==> config.mk <==
export PLATFORM = sky130hd
export DESIGN_NAME = gc_sched_flat
export DESIGN_NICKNAME = d
export VERILOG_FILES = /design/src/rtl/gc_pkg.sv /design/src/rtl/gc_sched_if.sv /design/src/rtl/gc_cbs_credit.sv /design/src/rtl/gc_sched.sv /design/src/flat_wrapper.sv
export SDC_FILE = /design/constraint.sdc
export NUM_CORES = 1
export LEC_CHECK = 0
export BUFFER_PORTS_ARGS = -buffer_cell sky130_fd_sc_hd__buf_2
export CAP_MARGIN = 5
export CELL_PAD_IN_SITES_DETAIL_PLACEMENT = 0
export CELL_PAD_IN_SITES_GLOBAL_PLACEMENT = 1
export CORE_MARGIN = 4
export CORE_UTILIZATION = 43
export CTS_BUF_LIST = sky130_fd_sc_hd__clkbuf_16
export DETAILED_ROUTE_END_ITERATION = 6
export GPL_ROUTABILITY_DRIVEN = 0
export GPL_TIMING_DRIVEN = 0
export PLACE_DENSITY = 0.91
export RECOVER_POWER = 25
export SETUP_SLACK_MARGIN = 0.2
export SKIP_LAST_GASP = 1
export SLEW_MARGIN = 40
export SYNTH_ARGS = -nofsm -noshare
export SYNTH_HDL_FRONTEND = slang
export SYNTH_SLANG_ARGS = --single-unit
==> constraint.sdc <==
create_clock -name clk -period 3.75 [get_ports clk]
set_input_delay 0.75 -clock clk [delete_from_list [all_inputs] [get_ports clk]]
set_output_delay 0.75 -clock clk [all_outputs]
set_load 0.05 [all_outputs]
==> src/rtl/gc_pkg.sv <==
// Shared types and constants for the gate-control scheduler.
// Contents: FSM state enum, queue index constants, credit/length widths and
// a one-hot helper that turns a queue index into a read-enable vector.
package gc_pkg;

  typedef enum logic [1:0] {
    IDLE,
    GRANT,
    WAIT
  } gc_state_e;

  localparam int unsigned Q_TSN_EVEN = 0;
  localparam int unsigned Q_TSN_ODD  = 1;
  localparam int unsigned Q_RSV      = 2;
  localparam int unsigned Q_BE       = 3;

  localparam int unsigned CREDIT_W = 20;
  localparam int unsigned LEN_W    = 11;

  typedef logic [1:0] gc_qidx_t;

  function automatic logic [3:0] gc_onehot(input gc_qidx_t q);
    gc_onehot = 4'b0001 << q;
  endfunction

endpackage

==> src/rtl/gc_sched_if.sv <==
// Bus between the metadata buffer / transmitter and the gate-control scheduler.
// Signals:
//   in_gc_fifo_empty[3:0]  per-queue empty flags (q0..q3)
//   in_gc_pkt_len[10:0]    q2 head length in bytes
//   in_gc_idle_slope[15:0] q2 credit added per cycle
//   in_gc_gate_en          global grant enable
//   in_gc_slot_sync        slot restart pulse
//   in_gc_tx_done          transmitter completion pulse
//   out_gc_q_rden[3:0]     one-hot read pulse
//   out_gc_slot_parity     0 even / 1 odd slot
//   out_gc_busy            GRANT or WAIT
//   out_gc_credit[19:0]    signed q2 credit
//   out_gc_timeout_err     sticky transmit timeout flag
// master = driver of the in_* signals, slave = the scheduler.
interface gc_sched_if;

  logic [3:0]                   in_gc_fifo_empty;
  logic [gc_pkg::LEN_W-1:0]     in_gc_pkt_len;
  logic [15:0]                  in_gc_idle_slope;
  logic                         in_gc_gate_en;
  logic                         in_gc_slot_sync;
  logic                         in_gc_tx_done;
  logic [3:0]                   out_gc_q_rden;
  logic                         out_gc_slot_parity;
  logic                         out_gc_busy;
  logic [gc_pkg::CREDIT_W-1:0]  out_gc_credit;
  logic                         out_gc_timeout_err;

  modport master (
    output in_gc_fifo_empty, in_gc_pkt_len, in_gc_idle_slope,
           in_gc_gate_en, in_gc_slot_sync, in_gc_tx_done,
    input  out_gc_q_rden, out_gc_slot_parity, out_gc_busy,
           out_gc_credit, out_gc_timeout_err
  );

  modport slave (
    input  in_gc_fifo_empty, in_gc_pkt_len, in_gc_idle_slope,
           in_gc_gate_en, in_gc_slot_sync, in_gc_tx_done,
    output out_gc_q_rden, out_gc_slot_parity, out_gc_busy,
           out_gc_credit, out_gc_timeout_err
  );

endinterface

==> src/rtl/gc_cbs_credit.sv <==
// Credit-based shaper state for the reservation/PTP queue (q2).
// Ports:
//   clk, rst       clock, async active-high reset (credit -> 0)
//   i_grant_q2     q2 read pulse this cycle; debit the latched length
//   i_q2_empty     q2 empty flag
//   i_pkt_len      length latched at the grant decision
//   i_idle_slope   unsigned credit added per cycle
//   o_credit       signed credit, saturating at -2^19 and CREDIT_MAX
module gc_cbs_credit
  import gc_pkg::*;
#(
  parameter logic signed [CREDIT_W-1:0] CREDIT_MAX = 20'sd65535
) (
  input  logic                       clk,
  input  logic                       rst,
  input  logic                       i_grant_q2,
  input  logic                       i_q2_empty,
  input  logic [LEN_W-1:0]           i_pkt_len,
  input  logic [15:0]                i_idle_slope,
  output logic signed [CREDIT_W-1:0] o_credit
);

  // One guard bit is enough: |slope|, |len| and |credit| all fit in CREDIT_W bits.
  localparam logic signed [CREDIT_W:0] W_MAX = $signed({CREDIT_MAX[CREDIT_W-1], CREDIT_MAX});
  localparam logic signed [CREDIT_W:0] W_MIN = $signed({2'b11, {(CREDIT_W-1){1'b0}}});

  logic signed [CREDIT_W-1:0] r_credit;
  logic signed [CREDIT_W:0]   w_ext;
  logic signed [CREDIT_W:0]   w_len;
  logic signed [CREDIT_W:0]   w_slope;
  logic signed [CREDIT_W:0]   w_sum;
  logic signed [CREDIT_W-1:0] w_next;

  assign w_ext   = {r_credit[CREDIT_W-1], r_credit};
  assign w_len   = {{(CREDIT_W+1-LEN_W){1'b0}}, i_pkt_len};
  assign w_slope = {{(CREDIT_W+1-16){1'b0}}, i_idle_slope};

  always_comb begin
    w_sum = w_ext;
    if (i_grant_q2) begin
      w_sum = w_ext - w_len;
    end else if (!i_q2_empty || r_credit[CREDIT_W-1]) begin
      w_sum = w_ext + w_slope;
    end else begin
      // empty with credit >= 0: positive credit clears, zero credit holds at 0
      w_sum = '0;
    end

    if (w_sum > W_MAX) begin
      w_next = CREDIT_MAX;
    end else if (w_sum < W_MIN) begin
      w_next = W_MIN[CREDIT_W-1:0];
    end else begin
      w_next = w_sum[CREDIT_W-1:0];
    end
  end

  always_ff @(posedge clk or posedge rst) begin
    if (rst) begin
      r_credit <= '0;
    end else begin
      r_credit <= w_next;
    end
  end

  assign o_credit = r_credit;

endmodule

==> src/rtl/gc_sched.sv <==
// Gate-control scheduler: drains four metadata queues toward the transmit
// scheduler with TSN slot parity gating, a q2 credit shaper and a guard band
// for q2/q3. One frame in flight until the transmitter reports completion.
// Ports:
//   clk, rst  clock, async active-high reset
//   bus       gc_sched_if.slave (queue flags, q2 length/slope, gate enable,
//             slot sync, tx done in; read pulses, parity, busy, credit,
//             timeout error out)
module gc_sched
  import gc_pkg::*;
#(
  parameter int unsigned                SLOT_CYCLES  = 1024,
  parameter int unsigned                GUARD_CYCLES = 128,
  parameter logic signed [CREDIT_W-1:0] CREDIT_MAX   = 20'sd65535,
  parameter int unsigned                TX_TIMEOUT   = 4096
) (
  input  logic         clk,
  input  logic         rst,
  gc_sched_if.slave    bus
);

  localparam int unsigned CNT_W = $clog2(SLOT_CYCLES);
  localparam int unsigned TO_W  = $clog2(TX_TIMEOUT);

  logic [CNT_W-1:0]           r_cnt;
  logic                       r_par;
  gc_state_e                  r_state;
  gc_state_e                  w_next;
  gc_qidx_t                   r_win;
  logic [LEN_W-1:0]           r_len;
  logic [TO_W-1:0]            r_to;
  logic                       r_err;
  logic [3:0]                 w_elig;
  logic                       w_guard_ok;
  logic                       w_any;
  logic                       w_to_exp;
  logic                       w_grant_q2;
  gc_qidx_t                   w_pick;
  logic signed [CREDIT_W-1:0] w_credit;

  // Slot counter: sync overrides the natural wrap.
  always_ff @(posedge clk or posedge rst) begin
    if (rst) begin
      r_cnt <= '0;
      r_par <= 1'b0;
    end else if (bus.in_gc_slot_sync) begin
      r_cnt <= '0;
      r_par <= 1'b0;
    end else if (r_cnt == CNT_W'(SLOT_CYCLES - 1)) begin
      r_cnt <= '0;
      r_par <= ~r_par;
    end else begin
      r_cnt <= r_cnt + 1'b1;
    end
  end

  // remaining >= GUARD  <=>  cnt <= SLOT-1-GUARD
  assign w_guard_ok = (r_cnt <= CNT_W'(SLOT_CYCLES - 1 - GUARD_CYCLES));

  assign w_elig[Q_TSN_EVEN] = !bus.in_gc_fifo_empty[Q_TSN_EVEN] && !r_par;
  assign w_elig[Q_TSN_ODD]  = !bus.in_gc_fifo_empty[Q_TSN_ODD]  &&  r_par;
  assign w_elig[Q_RSV]      = !bus.in_gc_fifo_empty[Q_RSV] && !w_credit[CREDIT_W-1] && w_guard_ok;
  assign w_elig[Q_BE]       = !bus.in_gc_fifo_empty[Q_BE] && w_guard_ok;

  assign w_any = bus.in_gc_gate_en && (|w_elig);

  always_comb begin
    w_pick = gc_qidx_t'(Q_BE);
    if (w_elig[Q_TSN_EVEN]) begin
      w_pick = gc_qidx_t'(Q_TSN_EVEN);
    end else if (w_elig[Q_TSN_ODD]) begin
      w_pick = gc_qidx_t'(Q_TSN_ODD);
    end else if (w_elig[Q_RSV]) begin
      w_pick = gc_qidx_t'(Q_RSV);
    end
  end

  assign w_to_exp = (r_state == WAIT) && !bus.in_gc_tx_done &&
                    (r_to == TO_W'(TX_TIMEOUT - 1));

  always_ff @(posedge clk or posedge rst) begin
    if (rst) begin
      r_state <= IDLE;
    end else begin
      r_state <= w_next;
    end
  end

  always_comb begin
    w_next = r_state;
    case (r_state)
      IDLE:    if (w_any) w_next = GRANT;
      GRANT:   w_next = WAIT;
      WAIT:    if (bus.in_gc_tx_done || w_to_exp) w_next = IDLE;
      default: w_next = IDLE;
    endcase
  end

  always_ff @(posedge clk or posedge rst) begin
    if (rst) begin
      r_win <= '0;
      r_len <= '0;
      r_to  <= '0;
      r_err <= 1'b0;
    end else begin
      if (r_state == IDLE && w_any) begin
        r_win <= w_pick;
        r_len <= bus.in_gc_pkt_len;
      end
      r_to <= (r_state == WAIT) ? r_to + 1'b1 : '0;
      if (w_to_exp) begin
        r_err <= 1'b1;
      end
    end
  end

  assign w_grant_q2 = (r_state == GRANT) && (r_win == gc_qidx_t'(Q_RSV));

  gc_cbs_credit #(
    .CREDIT_MAX (CREDIT_MAX)
  ) u_credit (
    .clk          (clk),
    .rst          (rst),
    .i_grant_q2   (w_grant_q2),
    .i_q2_empty   (bus.in_gc_fifo_empty[Q_RSV]),
    .i_pkt_len    (r_len),
    .i_idle_slope (bus.in_gc_idle_slope),
    .o_credit     (w_credit)
  );

  // Decoded from the state register so async reset drops them immediately.
  assign bus.out_gc_q_rden      = (r_state == GRANT) ? gc_onehot(r_win) : 4'b0000;
  assign bus.out_gc_busy        = (r_state != IDLE);
  assign bus.out_gc_slot_parity = r_par;
  assign bus.out_gc_credit      = w_credit;
  assign bus.out_gc_timeout_err = r_err;

endmodule

==> src/flat_wrapper.sv <==
// flat-port wrapper written by rule: the top's interface ports become plain ports
module gc_sched_flat import gc_pkg::*;
#(
  parameter int unsigned                SLOT_CYCLES  = 1024,
  parameter int unsigned                GUARD_CYCLES = 128,
  parameter logic signed [CREDIT_W-1:0] CREDIT_MAX   = 20'sd65535,
  parameter int unsigned                TX_TIMEOUT   = 4096
)
  (clk, rst, bus_in_gc_fifo_empty, bus_in_gc_pkt_len, bus_in_gc_idle_slope, bus_in_gc_gate_en, bus_in_gc_slot_sync, bus_in_gc_tx_done, bus_out_gc_q_rden, bus_out_gc_slot_parity, bus_out_gc_busy, bus_out_gc_credit, bus_out_gc_timeout_err);
  gc_sched_if bus_i ();
  input  logic clk;
  input  logic rst;
  input wire logic [$bits(bus_i.in_gc_fifo_empty)-1:0] bus_in_gc_fifo_empty;
  input wire logic [$bits(bus_i.in_gc_pkt_len)-1:0] bus_in_gc_pkt_len;
  input wire logic [$bits(bus_i.in_gc_idle_slope)-1:0] bus_in_gc_idle_slope;
  input wire logic [$bits(bus_i.in_gc_gate_en)-1:0] bus_in_gc_gate_en;
  input wire logic [$bits(bus_i.in_gc_slot_sync)-1:0] bus_in_gc_slot_sync;
  input wire logic [$bits(bus_i.in_gc_tx_done)-1:0] bus_in_gc_tx_done;
  output wire logic [$bits(bus_i.out_gc_q_rden)-1:0] bus_out_gc_q_rden;
  output wire logic [$bits(bus_i.out_gc_slot_parity)-1:0] bus_out_gc_slot_parity;
  output wire logic [$bits(bus_i.out_gc_busy)-1:0] bus_out_gc_busy;
  output wire logic [$bits(bus_i.out_gc_credit)-1:0] bus_out_gc_credit;
  output wire logic [$bits(bus_i.out_gc_timeout_err)-1:0] bus_out_gc_timeout_err;
  assign bus_i.in_gc_fifo_empty = bus_in_gc_fifo_empty;
  assign bus_i.in_gc_pkt_len = bus_in_gc_pkt_len;
  assign bus_i.in_gc_idle_slope = bus_in_gc_idle_slope;
  assign bus_i.in_gc_gate_en = bus_in_gc_gate_en;
  assign bus_i.in_gc_slot_sync = bus_in_gc_slot_sync;
  assign bus_i.in_gc_tx_done = bus_in_gc_tx_done;
  assign bus_out_gc_q_rden = bus_i.out_gc_q_rden;
  assign bus_out_gc_slot_parity = bus_i.out_gc_slot_parity;
  assign bus_out_gc_busy = bus_i.out_gc_busy;
  assign bus_out_gc_credit = bus_i.out_gc_credit;
  assign bus_out_gc_timeout_err = bus_i.out_gc_timeout_err;
  gc_sched #(.SLOT_CYCLES(SLOT_CYCLES), .GUARD_CYCLES(GUARD_CYCLES), .CREDIT_MAX(CREDIT_MAX), .TX_TIMEOUT(TX_TIMEOUT)) u_core (.clk(clk), .rst(rst), .bus(bus_i));
endmodule
## Word-level counts from Yosys, hierarchy flattened

Cells that the tools add are included.

- Flip-flop bits (word level): 59
- Bits of input ports: 36
- Output and inout bits: 27

- $add $sub $neg: 4
- Order comparisons: 3
- Equal/unequal tests: 7
- Shift-type cells: 1
- Multiplexer cells: 16
- Bitwise logic cells: 1
- Reduce and logical (&&, ||, !) cells: 24

Operators with widths:

| kind | count |
|---|---|
| 2-to-1 mux 21 bit | 2 |
| 2-to-1 mux 20 bit | 2 |
| adder 20 x 17 -> 21 bit | 1 |
| > comparator 21 x 17 -> 1 bit (second input constant) | 1 |
| less-than comparator 21 x 20 -> 1 bit (second input constant) | 1 |
| subtractor 20 x 12 -> 21 bit | 1 |
| 2-to-1 mux 10 bit | 2 |
| adder 12 x 1 -> 12 bit (second input constant) | 1 |
| equality test 12 bit (second input constant) | 1 |
| 2-to-1 mux 12 bit | 1 |
| adder 10 x 1 -> 10 bit (second input constant) | 1 |
| equality test 10 bit (second input constant) | 1 |
| less-or-equal comparator 10 bit (second input constant) | 1 |
| logical AND 1 bit | 10 |
| 2-to-1 mux 2 bit | 4 |
| zero test 1 bit | 7 |
| one-hot mux 2 bit (3 select lines) | 1 |
| equality test 2 bit (second input constant) | 2 |
| 2-to-1 mux 4 bit | 1 |
| nonzero test 2 bit | 2 |
| OR reduction 4 bit | 1 |
| << shifter 1 x 2 -> 4 bit (first input constant) | 1 |
| 2-to-1 mux 1 bit | 3 |
| equality test 2 x 1 -> 1 bit (second input constant) | 1 |
| 6 further kinds | 7 |

## Depth between registers and ports, before layout

- Depth in word-level cells: 7
- Gate-level depth with buffers: 14

## By module

Synthesis repeated with hierarchy kept, for this count alone.

- Cell total of the unflattened synthesis: 462
- Area total of the unflattened synthesis: 4,357.9 um^2

Modules (own cells, without submodules):

| module | instances | cells an instance | area each (um^2) |
|---|---|---|---|
| gc_cbs_credit | 1 | 303 | 2,572.5 |
| gc_sched | 1 | 159 | 1,785.5 |

## Least setup slack after synthesis

OpenSTA, ideal clock, no wires.

- Kind: flip-flop to flip-flop
- Start: register u_core.u_credit.r_credit[10], in the netlist u_core.u_credit.o_credit[10]
- End: register u_core.u_credit.r_credit[9], in the netlist u_core.u_credit.o_credit[9]
- Arrival: 3,107 ps
- Data required time: 3,620 ps
- Slack: 513 ps
- Cell stages (with the launch flop): 13
- Buffers on the path: 2
- Period minus slack after synthesis: 3,237 ps
- Path through: dfrtp_1 > ha_1 > or4_4 > or3_1 > buf_2 > or3_1 > o22ai_2 > a22o_2 > a22oi_4 > nand4bb_1 > buf_6 > a211oi_2 > o22ai_1

- Longest elaborated chain between the ends: 6
- Elaborated cells between the ends (all ways): 8
- Classes of those cells: add/sub (2); order compare (2); mux (4)

Ends and longest elaborated chain:

| what | RTL line | source |
|---|---|---|
| start: declaration | gc_cbs_credit.sv:27 | `logic signed [CREDIT_W-1:0] r_credit;` |
| start signal: assignment | gc_cbs_credit.sv:62 | `r_credit <= w_next;` |
| adder 20 x 17 -> 21 bit | gc_cbs_credit.sv:43 | `w_sum = w_ext + w_slope;` |
| 2-to-1 mux 21 bit | gc_cbs_credit.sv:42 | `end else if (!i_q2_empty \|\| r_credit[CREDIT_W-1]) begin` |
| 2-to-1 mux 21 bit (*) | gc_cbs_credit.sv:40 | `if (i_grant_q2) begin` |
| less-than comparator 21 x 20 -> 1 bit | gc_cbs_credit.sv:51 | `end else if (w_sum < W_MIN) begin` |
| 2-to-1 mux 20 bit | gc_cbs_credit.sv:51 |  |
| 2-to-1 mux 20 bit (*) | gc_cbs_credit.sv:49 | `if (w_sum > W_MAX) begin` |
| via u_core.u_credit.w_next[9] | gc_cbs_credit.sv:32 | `logic signed [CREDIT_W-1:0] w_next;` |

Mark *: on every way through the listed nets, which the timed path passes. The rest lies on a longest branch.
A chain may end at the register's enable or synchronous reset.

## Final worst setup path

- Start: input bus_in_gc_idle_slope[0]
- End: register u_core.u_credit.r_credit[9], in the netlist u_core.u_credit.o_credit[9]

- Longest elaborated chain between the ends: 6
- Elaborated cells between the ends (all ways): 7
- Classes of those cells: add/sub (1); order compare (2); mux (4)

Ends and longest elaborated chain:

| what | RTL line | source |
|---|---|---|
| start: declaration | flat_wrapper.sv:15 | `input wire logic [$bits(bus_i.in_gc_idle_slope)-1:0] bus_in_gc_idle_slope;` |
| adder 20 x 17 -> 21 bit (*) | gc_cbs_credit.sv:43 |  |
| 2-to-1 mux 21 bit (*) | gc_cbs_credit.sv:42 |  |
| 2-to-1 mux 21 bit (*) | gc_cbs_credit.sv:40 |  |
| less-than comparator 21 x 20 -> 1 bit | gc_cbs_credit.sv:51 |  |
| 2-to-1 mux 20 bit | gc_cbs_credit.sv:51 |  |
| 2-to-1 mux 20 bit (*) | gc_cbs_credit.sv:49 |  |
| via u_core.u_credit.w_next[9] | gc_cbs_credit.sv:32 |  |

Marked as above.

==> run summary <==
I/O pin total: 63
initial antenna violation count: 0
Initial DRC Count: 184
DP HPWL: 7920 um
die span in y: 106 um
# port buffers: 62
class of the worst hold path: reg -> reg
final WL: 10400 um
count leader, synth: dfrtp_1
Tightest Pin Transition: 2.16 ns
clk_lat worst skew: 0.33 ns
leading area contributor after synthesis: dfrtp_1
total number of vias: 3730
DRC: 0
crit-path max FO: 10
WS Path Type: in -> reg
r2r setup slk: 0.41 ns
first-pass GRT wire length: 17400 um
global route overflow: 0
Routed Antenna Nets: 0
DIE AREA: 0.0111 mm2
worst ir drop on vdd: 0.000380 V
worst setup path start: bus_in_gc_idle_slope[0]
worst endpoint required time: 3.94 ns
min-delay src: u_core.bus.out_gc_timeout_err$_DFFE_PP0P_
placed cell count: 665
dominant synthesized flop cell: dfrtp_1
Die Width: 106 um
Worst Path Arrival: 3.59 ns
Gate Count Post-Synth: 473
num rows: 35
flip-flop and latch area: 0.00148 mm2
Post-synth EDFFs: 0
final std cells w/o fill: 681
leak pwr: 2.28 nW
share of layout cells above drive strength 1: 16.8%
FMAX: 0.295 GHz
async set-reset flop share out of synthesis: 100%
hold_buf cts: 0
largest net degree at the start of global routing: 42
Startpoint Class: primary input
NumNets Final: 614
post-synthesis sequential area ratio: 36.1%
post-synth top area share: 36.1%
synth cell count leaders: 59 x dfrtp_1, 47 x nor2_1, 46 x nand2_1
number of global-route vias before repair: 3710
max-cap viol count: 1
Mapped Nets: 540
pwr dens: 993 mW/mm2
Fin. Hold Viols: 0
CTS sink cnt: 59
post-synth cell types: 55
Clock transition at path regs: 0.05 ns
yosys warns: 0
Critical Path End Type: flop
Clock Tree Root: clkbuf_16
Syn-to-layout area delta: 18.9%
syn avg cell area: 8.65 um2
Initial Utilization: 44.3%
failing checks: max-capacitance violations, max-slew violations
DR WL/cell: 15.2 um
fillers: 885
Core Area: 0.00924 mm2
status: complete, but fails checks
max-slew violation count: 42
final setup vio count: 0
Via density: 5.48
clk buf depth: 2
CTS tree: done
Period minus WS final: 3.40 ns
unrepaired setup endpoints after global routing: no
total CTS buffers: 9
Yosys reg bits: 59
Setup TNS: 0 ns
Tcrit/Tclk final: 90.5%
Mapped Area: 0.00409 mm2
Slew headroom: -43.7%
clk_skew: 0.00799 ns
Pre-antenna DRT Iters: 5
RR Startpoint: u_core.u_credit.o_credit[10]$_DFF_PP0_
top post-synthesis cells by area: dfrtp_1 36%, ha_1 8.9%, xor2_1 5.4%
H-Tree Depth: 3
gr usage total: 19.2%
antenna cells: 0
area of the multi-input gates: 0.00248 mm2
==> sequential cells by signal, indices dropped and copies added, names as in the netlist <==
signal	count
u_core.r_state	2
u_core.u_credit.o_credit	20
u_core.r_len	11
u_core.r_win	2
u_core.r_cnt	10
u_core.r_to	12
u_core.bus.out_gc_timeout_err	1
u_core.bus.out_gc_slot_parity	1
==> layer usage <==
| metal | track usage (%) | vias up | routed length (um) |
|---|---|---|---|
| met5 | 0 | - | 0 |
| met4 | 6.29 | 0 | 142 |
| met3 | 4.53 | 13 | 759 |
| met2 | 30.4 | 138 | 4800 |
| met1 | 26.0 | 1731 | 4660 |
| li1 | - | 1848 | - |
==> layout by cell type, fill, tap and decap left out, drive strengths merged, types with 5 or more instances in the layout <==
cell type and instances:
a211oi 8, a21o 8, a21oi 42, and3 10, buf 66, clkbuf 18, dfrtp 59, ha 29
inv 25, nand2 47, nand2b 5, nand3 21, nor2 47, nor3 7, o21a 8, o21ai 34
o22ai 11, or3 7, xnor2 16, xor2 25
==> report_power, final <==
part | switching (mW) | internal, mW | leakage [nW]
Sequential | 0.186 | 0.832 | 0.761
Combinational | 1.91 | 1.11 | 1.37
Clock | 0.291 | 0.505 | 0.144
Total | 2.39 | 2.45 | 2.28
==> critical path: stages <==
cell       delay, ns
buf_2           0.10
ha_1            0.22
fa_1            0.42
a21o_1          0.20
a31oi_1         0.28
o2bb2ai_1       0.17
a21oi_1         0.41
nor4_1          0.11
nor3_1          0.29
nand4bb_1       0.18
buf_6           0.18
a211oi_2        0.15
o22ai_1         0.12
==> what timing repair did <==
item | in CTS | in global routing
resized for setup | 0 | 1
buffers inserted | 0 | 0
endpoints found under the setup margin | 0 | 15
==> metrics by stage <==
step                total power [mW]  area (um2)  util, %  worst slack, ns  hold slack, ns
floorplan                       3.34        4090        -            0.513           0.424
global placement                3.92        4560     49.4           0.0271           0.439
detailed placement              3.99        4590     49.7         -0.00964           0.450
CTS                             4.82        4880     52.8            0.326           0.368
global route                    5.22        4870     52.7            0.162           0.489
finish                          4.83        4870     52.7            0.354           0.465
==> final timing paths <==
check                      cells after the start                                         to
max                                           13      u_core.u_credit.o_credit[9]$_DFF_PP0_
min                                            1  u_core.bus.out_gc_timeout_err$_DFFE_PP0P_
max reg2reg                                   12      u_core.u_credit.o_credit[9]$_DFF_PP0_
min reg2reg                                    1  u_core.bus.out_gc_timeout_err$_DFFE_PP0P_
max in group asynchronous                      3                  u_core.r_cnt[1]$_DFF_PP0_
min in group asynchronous                      2                u_core.r_len[2]$_DFFE_PP0P_
==> cell type report <==
cell class | instances | area share (%)
clock buffers | 9 | 4.63
flip-flops and latches | 59 | 30.3
well taps | 129 | 3.32
plain buffers | 12 | 1.13
multi-input cells | 377 | 50.9
inverters | 25 | 1.95
clock inverters | 7 | 1.23
repair buffers | 63 | 6.45
==> cells by family (layout without fill, tap and decap cells) <==
family	Yosys count	after routing	share of synthesized area (%)
simple gates	159	159	18.4
compound gates	142	142	22.2
flops	59	59	36.1
xor+xnor	41	41	8.78
buf+inv	37	116	3.64
fa+ha+maj	31	31	9.85
mux	4	4	1.04
Note: power is estimated with default switching activity, not from simulation.
